`src/rtl/ex_stage_mc.sv`:
```
// ex_stage_mc: execute stage with rs/rt forwarding, a single-cycle ALU, a
// registered EX/MEM output and an iterative multi-cycle unit (MUL low word,
// divide quotient, divide remainder) that stalls ID while it runs.
// Optional build macro EX_SIGNED_MC_EN adds id_mc_signed for signed
// multi-cycle operations; without it every multi-cycle op is unsigned.
// ALU encoding (id_alu_sel): 0 ADD, 1 SUB, 2 AND, 3 OR, 4 XOR, 5 NOR,
// 6 SLT (signed), 7 SLTU, 8 SLL a<<b, 9 SRL a>>b, A SRA a>>>b, B LUI b<<DW/2,
// others pass src_b.
module ex_stage_mc #(
    parameter int DW    = 32,
    parameter int IMM_W = 16,
    parameter int RD_W  = 5
) (
    input  logic             clk,
    input  logic             rst,
    input  logic             id_valid,
    input  logic [DW-1:0]    id_rs_data,
    input  logic [DW-1:0]    id_rt_data,
    input  logic             id_rt_imme_sel,
    input  logic [3:0]       id_alu_sel,
    input  logic [1:0]       id_mc_op,
`ifdef EX_SIGNED_MC_EN
    input  logic             id_mc_signed,
`endif
    input  logic [IMM_W-1:0] id_imme_i,
    input  logic [1:0]       fwd_a,
    input  logic [1:0]       fwd_b,
    input  logic [DW-1:0]    mem_fwd_data,
    input  logic [DW-1:0]    wb_fwd_data,
    input  logic [RD_W-1:0]  id_rd,
    input  logic             id_w_mem_ena,
    input  logic             id_w_reg_en,
    input  logic             id_wb_sel,
    input  logic             flush,
    output logic             ex_stall,
    output logic             ex_valid,
    output logic [DW-1:0]    ex_alu_res,
    output logic [DW-1:0]    ex_rt_data,
    output logic [RD_W-1:0]  ex_rd,
    output logic             ex_mem_en,
    output logic             ex_w_reg_en,
    output logic             ex_wb_sel,
    output logic             ex_busy
);

    localparam int CW = $clog2(DW + 1);
    localparam int SW = $clog2(DW);

    localparam logic [1:0] MC_NONE = 2'b00;
    localparam logic [1:0] MC_MUL  = 2'b01;
    localparam logic [1:0] MC_DIVQ = 2'b10;
    localparam logic [1:0] MC_DIVR = 2'b11;

    localparam logic [3:0] ALU_ADD  = 4'h0;
    localparam logic [3:0] ALU_SUB  = 4'h1;
    localparam logic [3:0] ALU_AND  = 4'h2;
    localparam logic [3:0] ALU_OR   = 4'h3;
    localparam logic [3:0] ALU_XOR  = 4'h4;
    localparam logic [3:0] ALU_NOR  = 4'h5;
    localparam logic [3:0] ALU_SLT  = 4'h6;
    localparam logic [3:0] ALU_SLTU = 4'h7;
    localparam logic [3:0] ALU_SLL  = 4'h8;
    localparam logic [3:0] ALU_SRL  = 4'h9;
    localparam logic [3:0] ALU_SRA  = 4'hA;
    localparam logic [3:0] ALU_LUI  = 4'hB;

    typedef enum logic {S_IDLE, S_RUN} state_t;

    // Two's-complement negate when neg is set; used both to take magnitudes
    // before iteration and to restore the sign of the result afterwards.
    function automatic logic [DW-1:0] apply_sign(input logic [DW-1:0] val, input logic neg);
        return neg ? (~val + {{(DW-1){1'b0}}, 1'b1}) : val;
    endfunction

    // Control / FSM state
    state_t            state_q, state_d;
    logic              busy_q, busy_d;
    logic [CW-1:0]     cnt_q, cnt_d;
    logic [1:0]        op_q, op_d;
    // Multi-cycle datapath: acc holds {partial, multiplier} for MUL and
    // {remainder, quotient/dividend} for DIV; opb is multiplicand or divisor.
    logic [2*DW-1:0]   acc_q, acc_d;
    logic [DW-1:0]     opb_q, opb_d;
    logic [DW-1:0]     rt_q, rt_d;
    logic [RD_W-1:0]   rd_q, rd_d;
    logic              mem_en_q, mem_en_d;
    logic              w_reg_q, w_reg_d;
    logic              wb_sel_q, wb_sel_d;
    logic              neg_q, neg_d;
    logic              rneg_q, rneg_d;
    logic              divz_q, divz_d;
    // EX/MEM output register
    logic              ex_valid_q, ex_valid_d;
    logic [DW-1:0]     ex_res_q, ex_res_d;
    logic [DW-1:0]     ex_rt_q, ex_rt_d;
    logic [RD_W-1:0]   ex_rd_q, ex_rd_d;
    logic              ex_mem_en_q, ex_mem_en_d;
    logic              ex_w_reg_q, ex_w_reg_d;
    logic              ex_wb_sel_q, ex_wb_sel_d;

    logic [DW-1:0]     srca_fwd, srcb_fwd;
    logic [DW-1:0]     imm_ext;
    logic [DW-1:0]     alu_a, alu_b, alu_res;
    logic signed [DW-1:0] alu_a_s, alu_b_s;
    logic              mc_sgn;
    logic [DW-1:0]     mag_a, mag_b;
    logic [DW:0]       mul_sum, div_shift, div_diff;
    logic              div_ge;
    logic [2*DW-1:0]   acc_step;
    logic [DW-1:0]     mc_res;
    logic              accept;

`ifdef EX_SIGNED_MC_EN
    assign mc_sgn = id_mc_signed;
`else
    assign mc_sgn = 1'b0;
`endif

    assign imm_ext = {{(DW-IMM_W){id_imme_i[IMM_W-1]}}, id_imme_i};
    assign alu_a   = srca_fwd;
    assign alu_b   = id_rt_imme_sel ? imm_ext : srcb_fwd;
    assign alu_a_s = alu_a;
    assign alu_b_s = alu_b;
    assign mag_a   = apply_sign(srca_fwd, mc_sgn & srca_fwd[DW-1]);
    assign mag_b   = apply_sign(srcb_fwd, mc_sgn & srcb_fwd[DW-1]);
    assign accept  = (state_q == S_IDLE) && id_valid && !flush;

    // Operand forwarding; select 11 falls back to the register-file value
    always_comb begin
        srca_fwd = id_rs_data;
        srcb_fwd = id_rt_data;
        case (fwd_a)
            2'b01:   srca_fwd = mem_fwd_data;
            2'b10:   srca_fwd = wb_fwd_data;
            default: srca_fwd = id_rs_data;
        endcase
        case (fwd_b)
            2'b01:   srcb_fwd = mem_fwd_data;
            2'b10:   srcb_fwd = wb_fwd_data;
            default: srcb_fwd = id_rt_data;
        endcase
    end

    // Single-cycle ALU
    always_comb begin
        alu_res = alu_b;
        case (id_alu_sel)
            ALU_ADD:  alu_res = alu_a + alu_b;
            ALU_SUB:  alu_res = alu_a - alu_b;
            ALU_AND:  alu_res = alu_a & alu_b;
            ALU_OR:   alu_res = alu_a | alu_b;
            ALU_XOR:  alu_res = alu_a ^ alu_b;
            ALU_NOR:  alu_res = ~(alu_a | alu_b);
            ALU_SLT:  alu_res = {{(DW-1){1'b0}}, (alu_a_s < alu_b_s)};
            ALU_SLTU: alu_res = {{(DW-1){1'b0}}, (alu_a < alu_b)};
            ALU_SLL:  alu_res = alu_a << alu_b[SW-1:0];
            ALU_SRL:  alu_res = alu_a >> alu_b[SW-1:0];
            ALU_SRA:  alu_res = $unsigned(alu_a_s >>> alu_b[SW-1:0]);
            ALU_LUI:  alu_res = alu_b << (DW / 2);
            default:  alu_res = alu_b;
        endcase
    end

    // One iteration of shift-add multiply or restoring divide
    always_comb begin
        mul_sum   = {1'b0, acc_q[2*DW-1:DW]} + (acc_q[0] ? {1'b0, opb_q} : {(DW+1){1'b0}});
        div_shift = {acc_q[2*DW-1:DW], acc_q[DW-1]};
        div_ge    = (div_shift >= {1'b0, opb_q});
        div_diff  = div_shift - {1'b0, opb_q};
        if (op_q == MC_MUL) begin
            acc_step = {mul_sum, acc_q[DW-1:1]};
        end else begin
            acc_step = {(div_ge ? div_diff[DW-1:0] : div_shift[DW-1:0]), acc_q[DW-2:0], div_ge};
        end
    end

    // Final result selection with sign correction folded into the last cycle
    always_comb begin
        mc_res = apply_sign(acc_step[DW-1:0], neg_q);
        if (op_q == MC_DIVR) begin
            mc_res = apply_sign(acc_step[2*DW-1:DW], rneg_q);
        end else if ((op_q == MC_DIVQ) && divz_q) begin
            mc_res = '1;
        end
    end

    // Next-state: FSM, multi-cycle latches and EX/MEM register
    always_comb begin
        state_d     = state_q;
        cnt_d       = cnt_q;
        op_d        = op_q;
        acc_d       = acc_q;
        opb_d       = opb_q;
        rt_d        = rt_q;
        rd_d        = rd_q;
        mem_en_d    = mem_en_q;
        w_reg_d     = w_reg_q;
        wb_sel_d    = wb_sel_q;
        neg_d       = neg_q;
        rneg_d      = rneg_q;
        divz_d      = divz_q;
        // Bubble by default: kill valid and write enables, hold data fields
        ex_valid_d  = 1'b0;
        ex_mem_en_d = 1'b0;
        ex_w_reg_d  = 1'b0;
        ex_res_d    = ex_res_q;
        ex_rt_d     = ex_rt_q;
        ex_rd_d     = ex_rd_q;
        ex_wb_sel_d = ex_wb_sel_q;
        case (state_q)
            S_IDLE: begin
                if (accept) begin
                    if (id_mc_op == MC_NONE) begin
                        ex_valid_d  = 1'b1;
                        ex_res_d    = alu_res;
                        ex_rt_d     = srcb_fwd;
                        ex_rd_d     = id_rd;
                        ex_mem_en_d = id_w_mem_ena;
                        ex_w_reg_d  = id_w_reg_en;
                        ex_wb_sel_d = id_wb_sel;
                    end else begin
                        state_d  = S_RUN;
                        cnt_d    = CW'(DW);
                        op_d     = id_mc_op;
                        rt_d     = srcb_fwd;
                        rd_d     = id_rd;
                        mem_en_d = id_w_mem_ena;
                        w_reg_d  = id_w_reg_en;
                        wb_sel_d = id_wb_sel;
                        neg_d    = mc_sgn & (srca_fwd[DW-1] ^ srcb_fwd[DW-1]);
                        rneg_d   = mc_sgn & srca_fwd[DW-1];
                        divz_d   = (srcb_fwd == '0);
                        if (id_mc_op == MC_MUL) begin
                            acc_d = {{DW{1'b0}}, mag_b};
                            opb_d = mag_a;
                        end else begin
                            acc_d = {{DW{1'b0}}, mag_a};
                            opb_d = mag_b;
                        end
                    end
                end
            end
            S_RUN: begin
                if (flush) begin
                    state_d = S_IDLE;
                    cnt_d   = '0;
                end else begin
                    acc_d = acc_step;
                    cnt_d = cnt_q - CW'(1);
                    if (cnt_q == CW'(1)) begin
                        state_d     = S_IDLE;
                        ex_valid_d  = 1'b1;
                        ex_res_d    = mc_res;
                        ex_rt_d     = rt_q;
                        ex_rd_d     = rd_q;
                        ex_mem_en_d = mem_en_q;
                        ex_w_reg_d  = w_reg_q;
                        ex_wb_sel_d = wb_sel_q;
                    end
                end
            end
            default: state_d = S_IDLE;
        endcase
        busy_d = (state_d == S_RUN);
    end

    // State and registered outputs; async reset clears everything
    always_ff @(posedge clk or posedge rst) begin
        if (rst) begin
            state_q     <= S_IDLE;
            busy_q      <= 1'b0;
            cnt_q       <= '0;
            op_q        <= MC_NONE;
            acc_q       <= '0;
            opb_q       <= '0;
            rt_q        <= '0;
            rd_q        <= '0;
            mem_en_q    <= 1'b0;
            w_reg_q     <= 1'b0;
            wb_sel_q    <= 1'b0;
            neg_q       <= 1'b0;
            rneg_q      <= 1'b0;
            divz_q      <= 1'b0;
            ex_valid_q  <= 1'b0;
            ex_res_q    <= '0;
            ex_rt_q     <= '0;
            ex_rd_q     <= '0;
            ex_mem_en_q <= 1'b0;
            ex_w_reg_q  <= 1'b0;
            ex_wb_sel_q <= 1'b0;
        end else begin
            state_q     <= state_d;
            busy_q      <= busy_d;
            cnt_q       <= cnt_d;
            op_q        <= op_d;
            acc_q       <= acc_d;
            opb_q       <= opb_d;
            rt_q        <= rt_d;
            rd_q        <= rd_d;
            mem_en_q    <= mem_en_d;
            w_reg_q     <= w_reg_d;
            wb_sel_q    <= wb_sel_d;
            neg_q       <= neg_d;
            rneg_q      <= rneg_d;
            divz_q      <= divz_d;
            ex_valid_q  <= ex_valid_d;
            ex_res_q    <= ex_res_d;
            ex_rt_q     <= ex_rt_d;
            ex_rd_q     <= ex_rd_d;
            ex_mem_en_q <= ex_mem_en_d;
            ex_w_reg_q  <= ex_w_reg_d;
            ex_wb_sel_q <= ex_wb_sel_d;
        end
    end

    assign ex_stall    = busy_q;
    assign ex_busy     = busy_q;
    assign ex_valid    = ex_valid_q;
    assign ex_alu_res  = ex_res_q;
    assign ex_rt_data  = ex_rt_q;
    assign ex_rd       = ex_rd_q;
    assign ex_mem_en   = ex_mem_en_q;
    assign ex_w_reg_en = ex_w_reg_q;
    assign ex_wb_sel   = ex_wb_sel_q;

endmodule

```
`config.mk`:
```
export PLATFORM = sky130hd
export DESIGN_NAME = ex_stage_mc
export DESIGN_NICKNAME = d
export VERILOG_FILES = /design/src/rtl/ex_stage_mc.sv
export SDC_FILE = /design/constraint.sdc
export NUM_CORES = 2
export LEC_CHECK = 0
export ABC_AREA = 1
export CAP_MARGIN = 25
export CORE_MARGIN = 2
export CORE_UTILIZATION = 25
export DETAILED_ROUTE_END_ITERATION = 8
export GPL_TIMING_DRIVEN = 1
export PLACE_DENSITY_LB_ADDON = 0.15
export SYNTH_ARGS = -nofsm -noshare
export SYNTH_HDL_FRONTEND = slang
export SYNTH_SLANG_ARGS = --single-unit
```
`constraint.sdc`:
```
create_clock -name clk -period 11.65 [get_ports clk]
set_clock_uncertainty 0.1 [all_clocks]
set_input_delay 2.9125 -clock clk [delete_from_list [all_inputs] [get_ports clk]]
set_output_delay 2.9125 -clock clk [all_outputs]
set_load 0.05 [all_outputs]
```
==> results.toml <==
[run_status]
status = "completed"

[critical_path]
cp_max_fo = 42
crit_arrival_ns = 8.70
start_kind = "primary input"
path_class = "in -> reg"
r2r_slack_ns = 7.34
reg2reg_from = "ex_busy"
critPathLaunch = "fwd_b[0]"
cp_data_required_time_ns = 12.00
worstSetupEndpointType = "flip-flop"
r2r_cells = 10
r2r_end = "ex_alu_res[31]"

[hold_path]
min_path_type = "reg -> reg"
min_from = "cnt_q[3]"
hold_depth = 1
hold_path_end = "cnt_q[3]"

[clock_tree]
holdBufCountCts = 0
clk_latency_ns = 0.63
h-tree-depth = 1
cts.repair.resized = 0
path_clk_slew_ns = 0.06
cts.sinks = 219
cts_setup_buffers = 0
root_buffer = "clkbuf_16"
cts_buffers = 28
clockBufferDepth = 3
cts_tree = "done"

[timing]
relSlewSlack_pct = 25.6
slew_viol_final = 0
rsz0062_at_grt = "no"
hold_violations = 0
finalSetupViolations = 0
period_minus_slack_ns = 8.35
fin_hold_ws_ns = 0.355
worst_pin_slew_ns = 1.11
max_freq_ghz = 0.120
tns_ns = 0
period_share_pct = 71.6

[routing]
wl_mm = 168
antenna_left = 0
routedWlPerCell_um = 27.3
viasPerCell = 5.38
drt_iter0_markers = 3485
drt_first_pass_iters = 5
drc_errors = 0
vias = 33004

[pwr]
ir_drop_v = 0.000128
p_leak_nw = 15.2
power_mw = 6.64
power_density_mw_per_mm2 = 210

[floorplan]
floorplan.die.width_um = 332
die_area_mm2 = 0.110
core_mm2 = 0.107
die_y_um = 332
start_util_pct = 25.1
ios = 242
row_count = 120

[yosys]
ys_ff_latch = 219
synth_cell_types = 59
synth_flop_cell = "dfrtp_1"
synthCells = 4579
async_reset_ff_share_pct = 100
synth_area_mm2 = 0.0268
synth_top_area_cell = "dfrtp_1"
synth_edf_count = 0
ys_seq_area_share_pct = 20.4
yosysWarnings = 0
synth_top_area_share_pct = 20.4
syn_nets = 4924
synth_area_leaders = "dfrtp_1 20%, nand2_1 19%, nand3_1 9.0%"
syn_area_per_cell_um2 = 5.86

[placed_design]
dp_hpwl_mm = 135
port-buffer-count = 241
dp_cells = 6084
place.gp.congestion = 1.04

[cells_and_area]
drive_gt1_share_pct = 4.50
area_growth_pct = 18.0
stdcell_count = 6137
final_nets = 5056
utilization_pct = 29.6

[global_routing]
grt_antenna_before_repair = 4
grt_usage_pct = 29.2
grt_overflow = 0
grt_max_degree = 118
grt_pass1_vias = 31752
grt_pass1_wl_mm = 234

[run]
drv_cap = 0
## worst max-delay path by stage
stage / end / slack [ns] / depth (start not counted)
after global routing: ex_alu_res[14] / 3.09 / 26
after CTS: ex_alu_res[14] / 3.38 / 26
after global placement: ex_alu_res[25] / 2.70 / 24
final: ex_alu_res[14] / 3.30 / 26
after detailed placement: ex_alu_res[14] / 2.81 / 26
after floorplan: acc_q[0] / 2.64 / 1
## where the power goes
group / switching, mW / leakage [nW] / total (mW) / internal (mW)
Clock: 0.389 / 0.451 / 0.889 / 0.500
Combinational: 3.10 / 12.1 / 4.39 / 1.29
Sequential: 0.309 / 2.70 / 1.36 / 1.05
Total: 3.80 / 15.2 / 6.64 / 2.84
## layout make-up
class                      instances  area (um2)
antenna                            1        2.50
clock buffer                      42         843
clock inverter                    10        82.6
fill                           12103       75100
inverter                         550        2080
multi-input combinational       3579       18300
sequential                       219        5480
tap                             1403        1760
timing repair buffer             333        3110
## Yosys cell counts, types with 7 or more instances
cell type,instances
nand3_1,484
clkbuf_1,134
buf_6,9
or2_2,16
o22ai_1,40
buf_4,16
o21bai_1,15
xnor2_1,15
a211oi_1,15
o21a_1,9
buf_1,15
o211ai_1,50
xor2_1,20
inv_2,9
nor3_1,29
dfrtp_1,219
nand2_1,1330
a221oi_1,7
nor4_1,11
inv_1,534
nor2_1,313
nand4_1,61
buf_2,57
a21oi_1,308
o2111ai_1,8
a21o_1,17
ha_1,174
o21ai_1,39
a31oi_1,58
o21ai_0,471
a221o_1,13
## layout by cell type (no fill, tap or decap), types with 7 or more instances in the layout
| master | Yosys | routed |
|---|---|---|
| ha_1 | 174 | 170 |
| nor2_2 | 5 | 7 |
| nand2_1 | 1330 | 1326 |
| inv_1 | 534 | 532 |
| or2_2 | 16 | 16 |
| a21o_1 | 17 | 17 |
| xnor2_1 | 15 | 15 |
| a221oi_1 | 7 | 7 |
| xor2_1 | 20 | 20 |
| o21ai_1 | 39 | 41 |
| o21ai_2 | 6 | 7 |
| dfrtp_1 | 219 | 218 |
| a221o_1 | 13 | 13 |
| o21bai_1 | 15 | 15 |
| nor2_1 | 313 | 307 |
| clkbuf_16 | 0 | 28 |
| o21a_1 | 9 | 9 |
| nand3_1 | 484 | 484 |
| clkinv_2 | 1 | 7 |
| clkbuf_8 | 0 | 9 |
| nand4_1 | 61 | 61 |
| nand2_2 | 5 | 8 |
| a21oi_1 | 308 | 308 |
| a211oi_1 | 15 | 15 |
| clkdlybuf4s50_1 | 0 | 241 |
| inv_2 | 9 | 9 |
| o22ai_1 | 40 | 40 |
| o211ai_1 | 50 | 50 |
| a31oi_1 | 58 | 58 |
| o21ai_0 | 471 | 466 |
| nor4_1 | 11 | 11 |
| buf_4 | 16 | 89 |
| nor3_1 | 29 | 29 |
| o2111ai_1 | 8 | 8 |
## sequential cells by signal, summed over array words and instances (netlist names)
name / count
ex_valid: 1
ex_w_reg_en: 1
acc_q: 64
op_q: 2
cnt_q: 6
divz_q: 1
ex_mem_en: 1
w_reg_q: 1
opb_q: 32
rd_q: 5
rt_q: 32
wb_sel_q: 1
ex_rt_data: 32
ex_rd: 5
ex_alu_res: 32
ex_busy: 1
ex_wb_sel: 1
mem_en_q: 1
## layer usage
layer	up-vias	track usage [%]	wire length, um
met5	-	0	12
met4	2	17.5	11900
met2	1482	45.0	72100
li1	15491	-	-
met1	15744	38.9	71700
met3	285	3.67	11800
## worst max-delay path, stage by stage
cell	delay, ns
clkdlybuf4s50_1	0.48
inv_1	0.05
ha_2	0.29
inv_2	0.54
buf_4	0.32
o21ai_2	0.22
nand2_1	0.12
nand2_1	0.08
inv_2	0.64
ha_1	0.43
inv_1	0.24
nand2_1	0.16
o21ai_0	0.34
nor2_1	0.19
o21ai_0	0.61
nand2_1	0.16
nand2_1	0.15
nand2_1	0.06
nand3_1	0.07
nand4_1	0.08
nor2_1	0.17
nand2_1	0.07
nand2_1	0.11
nand2_1	0.06
nand2_1	0.05
nand2_1	0.05
## logic make-up after synthesis
group / after synthesis / share of synthesized area, %
simple gates: 2281 / 35.7
compound gates: 1084 / 22.6
buf+inv: 781 / 11.7
flops: 219 / 20.4
fa+ha+maj: 178 / 8.42
xor+xnor: 35 / 1.14
mux: 1 / 0.0373
## stage by stage
step,worst slack [ns],instance area [um2]
2_1_floorplan,2.64,26800
3_3_place_gp,2.70,30700
3_5_place_dp,2.81,30700
4_1_cts,3.38,31600
5_1_grt,3.09,31600
6_report,3.30,31600
(Power assumes the default switching activity.)
